<file path="src/rtl/atm.sv">
// atm: ATM transaction controller with a 16-entry PIN/balance table.
// Each pass authenticates an account/PIN pair, runs one banking operation
// (inquiry, deposit, withdraw, PIN change) and returns to IDLE with a
// registered result balance and success flag.
module atm #(
  parameter logic [15:0] INIT_PIN     = 16'd1234,
  parameter logic [15:0] INIT_BALANCE = 16'd500
) (
  input  logic        clk,
  input  logic        rst,
  input  logic [2:0]  operation,
  input  logic [3:0]  acc_num,
  input  logic [15:0] pin,
  input  logic [15:0] newPin,
  input  logic [15:0] amount,
  input  logic        language,
  output logic [15:0] balance,
  output logic        success,
  output logic [2:0]  state
);

  typedef enum logic [2:0] {
    S_IDLE       = 3'd0,
    S_AUTH       = 3'd1,
    S_MENU       = 3'd2,
    S_BALANCE    = 3'd3,
    S_DEPOSIT    = 3'd4,
    S_WITHDRAW   = 3'd5,
    S_CHANGE_PIN = 3'd6,
    S_FAIL       = 3'd7
  } state_e;

  localparam logic [15:0] MAX_PIN = 16'd9999;

  state_e      state_q;
  logic [15:0] balance_q;
  logic        success_q;

  // Per-pass latched request fields.
  logic [3:0]  acc_q;
  logic [15:0] pin_q;
  logic [2:0]  op_q;
  logic [15:0] amt_q;
  logic [15:0] new_pin_q;

  // Account table.
  logic [15:0] pin_tab_q [16];
  logic [15:0] bal_tab_q [16];

  // The UI language select has no functional effect inside this block.
  logic unused_language;
  assign unused_language = language;

  // Operation arithmetic and legality checks on the selected account.
  logic [15:0] cur_bal;
  logic [16:0] dep_sum;
  logic [15:0] wd_diff;
  logic        dep_ok;
  logic        wd_ok;
  logic        new_pin_ok;

  assign cur_bal    = bal_tab_q[acc_q];
  assign dep_sum    = {1'b0, cur_bal} + {1'b0, amt_q};
  assign wd_diff    = cur_bal - amt_q;
  assign dep_ok     = (amt_q != 16'd0) && !dep_sum[16];
  assign wd_ok      = (amt_q != 16'd0) && (amt_q <= cur_bal);
  assign new_pin_ok = (new_pin_q <= MAX_PIN);

  // Transaction FSM, result registers and account table updates.
  always_ff @(posedge clk) begin
    if (rst) begin
      // NOTE: sequential state uses non-blocking assignments so every register
      // samples pre-edge values regardless of statement order.
      state_q   <= S_IDLE;
      balance_q <= 16'd0;
      success_q <= 1'b0;
      acc_q     <= 4'd0;
      pin_q     <= 16'd0;
      op_q      <= 3'd0;
      amt_q     <= 16'd0;
      new_pin_q <= 16'd0;
      // NOTE: the table is a register file, not a RAM, because reset must
      // reload every entry with its initial PIN and balance.
      for (int i = 0; i < 16; i++) begin
        pin_tab_q[i] <= INIT_PIN;
        bal_tab_q[i] <= INIT_BALANCE;
      end
    end else begin
      unique case (state_q)
        S_IDLE: begin
          acc_q   <= acc_num;
          pin_q   <= pin;
          state_q <= S_AUTH;
        end
        S_AUTH: begin
          state_q <= (pin_q == pin_tab_q[acc_q]) ? S_MENU : S_FAIL;
        end
        S_MENU: begin
          op_q      <= operation;
          amt_q     <= amount;
          new_pin_q <= newPin;
          unique case (operation)
            3'd1:    state_q <= S_BALANCE;
            3'd2:    state_q <= S_DEPOSIT;
            3'd3:    state_q <= S_WITHDRAW;
            3'd4:    state_q <= S_CHANGE_PIN;
            default: state_q <= S_FAIL;
          endcase
        end
        S_BALANCE: begin
          balance_q <= cur_bal;
          success_q <= 1'b1;
          state_q   <= S_IDLE;
        end
        S_DEPOSIT: begin
          if (dep_ok) begin
            bal_tab_q[acc_q] <= dep_sum[15:0];
            balance_q        <= dep_sum[15:0];
            success_q        <= 1'b1;
          end else begin
            balance_q <= 16'd0;
            success_q <= 1'b0;
          end
          state_q <= S_IDLE;
        end
        S_WITHDRAW: begin
          if (wd_ok) begin
            bal_tab_q[acc_q] <= wd_diff;
            balance_q        <= wd_diff;
            success_q        <= 1'b1;
          end else begin
            balance_q <= 16'd0;
            success_q <= 1'b0;
          end
          state_q <= S_IDLE;
        end
        S_CHANGE_PIN: begin
          if (new_pin_ok) begin
            pin_tab_q[acc_q] <= new_pin_q;
            balance_q        <= cur_bal;
            success_q        <= 1'b1;
          end else begin
            balance_q <= 16'd0;
            success_q <= 1'b0;
          end
          state_q <= S_IDLE;
        end
        S_FAIL: begin
          balance_q <= 16'd0;
          success_q <= 1'b0;
          state_q   <= S_IDLE;
        end
        default: state_q <= S_IDLE;
      endcase
    end
  end

  assign balance = balance_q;
  assign success = success_q;
  assign state   = state_q;

endmodule

</file>
<file path="config.mk">
export PLATFORM = sky130hd
export DESIGN_NAME = atm
export DESIGN_NICKNAME = d
export VERILOG_FILES = /design/src/rtl/atm.sv
export SDC_FILE = /design/constraint.sdc
export NUM_CORES = 1
export LEC_CHECK = 0
export CAP_MARGIN = 20
export CORE_ASPECT_RATIO = 0.8
export CORE_UTILIZATION = 44
export DETAILED_ROUTE_END_ITERATION = 10
export GPL_ROUTABILITY_DRIVEN = 0
export PLACE_DENSITY = 0.66
export SETUP_SLACK_MARGIN = 0.2
export SLEW_MARGIN = 20
export SYNTH_ARGS = -nofsm -noshare
export SYNTH_HDL_FRONTEND = slang
export SYNTH_SLANG_ARGS = --single-unit
</file>
<file path="constraint.sdc">
create_clock -name clk -period 15.5 [get_ports clk]
set_input_delay 2.325 -clock clk [delete_from_list [all_inputs] [get_ports clk]]
set_output_delay 2.325 -clock clk [all_outputs]
set_load 0.02 [all_outputs]
</file>
==> metrics, run 1 <==
outcome=finished, violations left; violated checks=DRC; Die Wd=around 280 µm; Comb power frac=0.163; layout cells sized above 1=0.1416; die height=227.1 µm; Startpoint Class=register; Hold Crit Class=reg2reg; Crit Path Max Fanout=49; Resized cells post-CTS=0; Design Area, Final=0.03153 mm²; final worst-path cycle share=0.4797; Leakage Power=9.791 nW; Int Power=just under 3 mW; Post-Route WL=73,800 µm; GR Overflow Total=0; final std cells w/o fill=3,101; hold_buf cts=0; slowest cell on the critical path=buf_4; CTS tree=done; Starting DRT DRC Count=2,253; P&R area growth vs syn=13.18%; Final Max Tran Viols=0; Routed Antenna Nets=0; Skew-Pair Late Insertion Delay=between 600 and 700 ps; register area=0.01691 mm²; first-pass GRT wire length=between 100,000 and 150,000 µm; Filler cells=5,338; number of synthesized flops with an enable pin=512; crit path cell chain=buf_4, mux4_2, mux4_2, ha_1, nand4_1, or3_1, o221a_2, a211oi_1, buf_4, a31oi_1, buf_4, nor3_2, nand2_1, nand2b_1; most used cell, CP=buf_4; Boundary Pins=78; sw power=1.110 mW; Worst R2R Path Depth=14; clk sinks=588; vias in the first global route=17.88k; Arr. time, crit path=just under 8000 ps; die footprint=0.06434 mm²; CP Buf/Inv Count=3; PwrDens=126.9 mW/mm²; H-Tree Depth=2; Placeable Area=0.06259 mm²; Max-Cap Viols=0; Total GRT Usage=0.2292; critical path class=reg2reg; peak supply drop=between 80 and 90 µV; synth top area cells=edfxtp_1, mux4_2, dfxtp_1, nand2_1, and2_1; Clock Tree Buf Depth=3; post-synthesis async set-or-reset flop share=0; post-route minimum period=7436 ps; Worst-path clk slew=60 ps; Levels on crit path=14; clock power share=0.377; multi-input logic area=0.01030 mm²; Max Freq=around 130 MHz; Synth Cell Area=0.02786 mm²; Max stage delay on crit path=900 ps; sw frac=0.2776; WL/cell=23.80 µm; flops & latches, synth=588; DRC=4; post-synthesis sequential area ratio=0.6064; layout net count=2,299; sequential group share of total power=0.459; vias per cell=5.850; Vias=about 18k; Main synth FF type=edfxtp_1; CP Capture Type=register; Cell Area, Placed=approximately 0.03 mm²; Initial Util=0.4452; row count=82; Cells after Synth=2,148; cell family with most CP delay=simple AND/OR/NAND/NOR gates; largest area contributor in the netlist=edfxtp_1; port bufs=76; DP Wirelength=approximately 49,000 µm; TritonCTS buffer count=61; Hold Vio Cnt, Final=0; Rel. slew slack=0.2901; post-synth cell types=73; Initial DRT Pass Iterations=9; WHS Path Cells=2; setup_tns=0 ps; RSZ-0062 raised after global routing=no; clock skew=30.92 ps; CTS root buffer=clkbuf_16; total setup buffers inserted after CTS=0; placed insts=2,984; Final setup viols=0; Worst EP required=15,780 ps; initial antenna violation count=0; yosys warns=0; largest net degree at the start of global routing=72; worst slew pin tran=1065 ps; top-area cell type share of the netlist area=0.5518; Avg Inst Size Synth=12.97 µm²
==> layer usage <==
metal | track usage | vias to the layer above | wire length (µm)
li1 | - | 8001 | -
met2 | 0.3453 | 878 | 32690
met1 | 0.3423 | 9159 | 32530
met3 | 0.04589 | 104 | 7216
met5 | 0 | - | 0
met4 | 0.05231 | 0 | 1367
==> cell usage in the layout, fill, tap and decap left out, types with 8 or more instances in the layout <==
cell / n
edfxtp_1: 512
nand2_1: 260
nor2_1: 217
and2_1: 146
mux4_2: 129
a21oi_1: 98
clkdlybuf4s50_1: 75
dfxtp_1: 73
or3_1: 66
clkbuf_16: 61
mux2i_1: 51
nand2b_1: 48
inv_1: 44
nor3_1: 37
buf_4: 36
ha_1: 32
conb_1: 32
o21ai_0: 28
xnor2_1: 22
or2_2: 21
xor2_1: 15
a22oi_1: 15
clkinv_2: 15
clkbuf_1: 15
nor2b_1: 13
mux2_2: 13
a221oi_1: 11
a31oi_1: 10
nor4_1: 9
nand3_1: 8
a211oi_1: 8
o221ai_1: 8
==> per-stage QoR <==
stage,hold slack [ps],util,worst slack [ps],total power [mW]
floorplan,432.0,-,9534,2.281
global placement,449.2,0.4705,8125,2.499
detailed placement,450.0,0.4705,8086,2.510
CTS,462.0,0.5038,8096,4.006
global route,491.8,0.5038,7693,4.127
finish,459.9,0.5039,8064,4.000
==> registers in the layout (all words and copies together) (netlist names), 3 cells and up, named ones only <==
signal     flops
balance       16
bal_tab_q    256
amt_q         16
pin_q         16
new_pin_q     16
pin_tab_q    256
acc_q          4
state          3
==> cell usage after synthesis, types with 7 or more instances <==
master / n
a221oi_1: 11
buf_2: 27
a22oi_1: 15
inv_1: 44
buf_1: 10
o22ai_1: 7
a21oi_1: 99
xor2_1: 15
xnor2_1: 22
nand3_1: 8
mux4_2: 129
a211oi_1: 8
and2_1: 146
buf_4: 11
or2_2: 21
o21ai_0: 28
nand2_1: 260
ha_1: 32
nor3_1: 38
dfxtp_1: 76
mux2i_1: 51
nor2_1: 218
clkbuf_1: 97
or3_1: 66
a31oi_1: 10
nor2b_1: 13
nor4_1: 9
xnor2_2: 7
o221ai_1: 8
a21o_1: 7
nand2b_1: 48
edfxtp_1: 512
mux2_2: 13
==> power by group through the flow <==
stage	sequential (mW)	combinational [mW]	clock, mW
floorplan	1.84	0.439	0
global placement	1.87	0.631	0
detailed placement	1.87	0.639	0
CTS	1.84	0.643	1.53
global route	1.84	0.697	1.59
finish	1.84	0.653	1.51
==> cell type report <==
cell class / count / share of cell area
antenna: 1 / 0.00007936
inverter: 46 / 0.005476
clock inverter: 33 / 0.01282
sequential: 588 / 0.5362
multi-input combinational: 1399 / 0.3265
timing repair buffer: 111 / 0.03238
tap: 840 / 0.03333
clock buffer: 83 / 0.05325
==> worst paths after layout <==
check	startpoint	endpoint	slack [ps]
worst max-delay path	register	bal_tab_q[1][0]	8060
worst min-delay path	new_pin_q[14]	new_pin_q[14]	460
worst max register to register	register	bal_tab_q[1][0]	8060
worst min register to register	new_pin_q[14]	new_pin_q[14]	460
==> cell families (layout without fill, tap and decap cells) <==
| family | Yosys count | after routing | synth area share |
|---|---|---|---|
| AOI/OAI and AO/OA | 242 | 242 | 0.05690 |
| other | 1 | 33 | 0.0001346 |
| muxes | 193 | 193 | 0.1279 |
| xor gates and xnor gates | 44 | 44 | 0.01572 |
| DFF | 588 | 588 | 0.6064 |
| buffers and inverters | 192 | 273 | 0.02883 |
| adders and majority gates | 34 | 34 | 0.01581 |
| and+or+nand+nor | 854 | 854 | 0.1483 |
==> worst min-delay path: cells and delay by family, from the launching register on <==
family	cells	cell delay, ps
AO/OA/AOI/OAI	1	50
flip-flops	1	310
AND/OR/NAND/NOR	1	50
No activity file was read; power rests on OpenSTA's default activity.
==> run 2, diff against run 1 <==
- clock period: 15.5 -> 7.3 ns (I/O delays scaled with it)
==> run 2 against run 1 <==
Compared with the run above:
- the flow now finishes without violations
- die area unchanged
- combinational power up 120%
- fmax up 13%
- global-route usage up 0.22 points
- non-clock buffer count up 19
- wire length up 1.6%
- worst hold slack better by 3.5 ps
==> metrics, run 2 (synthesis results as in run 1) <==
critical path class=reg2reg; Max Freq=151.3 MHz (+13%); Worst-path clk slew=60 ps (about the same); Hold Vio Cnt, Final=0 (unchanged); Post-Route WL=74,990 µm (+1.6%); Skew-Pair Late Insertion Delay=620 ps (-40 ps); Startpoint Class=register; Hold Crit Class=reg2reg; outcome=completed; post-route minimum period=6608 ps (-828.3 ps); Worst EP required=7610 ps (-8170 ps); worst slew pin tran=1096 ps (+30.85 ps); Final setup viols=0 (unchanged); Initial Util=0.4452 (unchanged); Starting DRT DRC Count=2,294 (+1.8%); hold_buf cts=0 (unchanged); slowest cell on the critical path=dfxtp_4; largest net degree at the start of global routing=66 (-8.3%); Placeable Area=0.06259 mm² (unchanged); P&R area growth vs syn=13.28% (about the same); Rel. slew slack=0.2695 (-0.02057); GR Overflow Total=0 (unchanged); Resized cells post-CTS=0 (unchanged); layout net count=2,318 (+0.83%); first-pass GRT wire length=111,200 µm (-0.33%); multi-input logic area=0.01030 mm² (about the same); crit path cell chain=buf_4, mux4_2, mux4_2, ha_1, nand2_1, or3_1, o221a_2, a211oi_1, a31oi_1, buf_4, nor2_1, nand2_1, nand2b_1, buf_4; Filler cells=5,263 (-1.4%); clock skew=13.06 ps (-17.86 ps); Boundary Pins=78 (unchanged); CP Capture Type=register; Max stage delay on crit path=880 ps (-20 ps); total setup buffers inserted after CTS=0 (unchanged); die height=227.1 µm (unchanged); CTS tree=done; Leakage Power=9.822 nW (+0.32%); Final Max Tran Viols=0 (unchanged); clk sinks=588 (unchanged); Total GRT Usage=0.2313 (+0.002152); most used cell, CP=buf_4; Die Wd=283.3 µm (unchanged); Arr. time, crit path=6920 ps (-800 ps); vias in the first global route=17.39k (-2.7%); PwrDens=265.2 mW/mm² (+110%); cell family with most CP delay=simple AND/OR/NAND/NOR gates; Crit Path Max Fanout=39 (-20%); CP Buf/Inv Count=3 (unchanged); die footprint=0.06434 mm² (unchanged); commonest non-fill, non-tap cells in the layout=edfxtp_1, nand2_1, nor2_1, and2_1, mux4_2; diode count=0 (-1); CTS root buffer=clkbuf_16; layout cells sized above 1=0.1472 (+0.005595); commonest non-fill, non-tap cell in the layout=edfxtp_1; Initial DRT Pass Iterations=8 (-1); Largest regs=bal_tab_q x256, pin_tab_q x256; RSZ-0062 raised after global routing=no; Vias=18.30k (+0.85%); vias per cell=5.872 (+0.36%); register area=0.01691 mm² (unchanged); WL/cell=24.07 µm (+1.1%); Routed Antenna Nets=0 (unchanged); Clock Tree Buf Depth=3 (unchanged); worst hold slack=463.4 ps (+3.504 ps); DRC=0 (-4); Pwr Total=8.369 mW (+110%); final worst-path cycle share=0.9052 (+0.4254); port bufs=76 (unchanged); initial antenna violation count=1 (+1); setup_tns=0 ps (unchanged); row count=82 (unchanged); Max-Cap Viols=0 (unchanged); H-Tree Depth=2 (unchanged); r2r setup slk=690 ps (-7370 ps); peak supply drop=151.2 µV (+69%); DP Wirelength=49,880 µm (+1.7%); TritonCTS buffer count=61 (unchanged)
==> run 2: metrics by stage <==
step / instance area (µm²) / util / setup slack, ps / cells
3_5_place_dp: 29590 / 0.4728 / 862.7 / 3003
4_1_cts: 31560 / 0.5042 / 811.9 / 3116
2_1_floorplan: 27980 / - / 1334 / 2179
3_3_place_gp: 29590 / 0.4728 / 951.1 / 3003
5_1_grt: 31560 / 0.5043 / 342.6 / 3116
6_report: 31560 / 0.5043 / 692.2 / 3116
==> run 2: routing by layer <==
| layer | vias to the layer above | track usage | share of wire |
|---|---|---|---|
| li1 | 8034 | - | - |
| met1 | 9259 | 0.3452 | 0.44 |
| met2 | 910 | 0.3488 | 0.44 |
| met3 | 93 | 0.04579 | 0.10 |
| met4 | 0 | 0.05371 | 0.018 |
| met5 | - | 0 | 0 |
==> run 2: worst paths after layout <==
| path | from | end | cells after the start |
|---|---|---|---|
| hold / removal | new_pin_q[15] | new_pin_q[15] | 2 |
| setup / recovery | register | bal_tab_q[4][5] | 14 |
| setup reg to reg | register | bal_tab_q[4][5] | 14 |
| hold reg to reg | new_pin_q[15] | new_pin_q[15] | 2 |
==> run 2: area by class of cell <==
cell class | instances | share of cell area
Clock buffer | 92 | 0.05685
Tap cell | 840 | 0.03330
Sequential cell | 588 | 0.5357
Timing Repair Buffer | 130 | 0.03687
Inverter | 46 | 0.005471
Clock inverter | 21 | 0.005431
Multi-Input combinational cell | 1399 | 0.3264
==> run 2: where the power goes <==
part | internal (mW) | switching (mW)
Clock | 1.76 | 1.29
Combinational | 0.515 | 0.898
Sequential | 3.77 | 0.137
==> run 2: worst min-delay path: stages, from the launching register on <==
cell and delay, ps:
dfxtp_1 310, nand2_1 50, a21oi_1 50
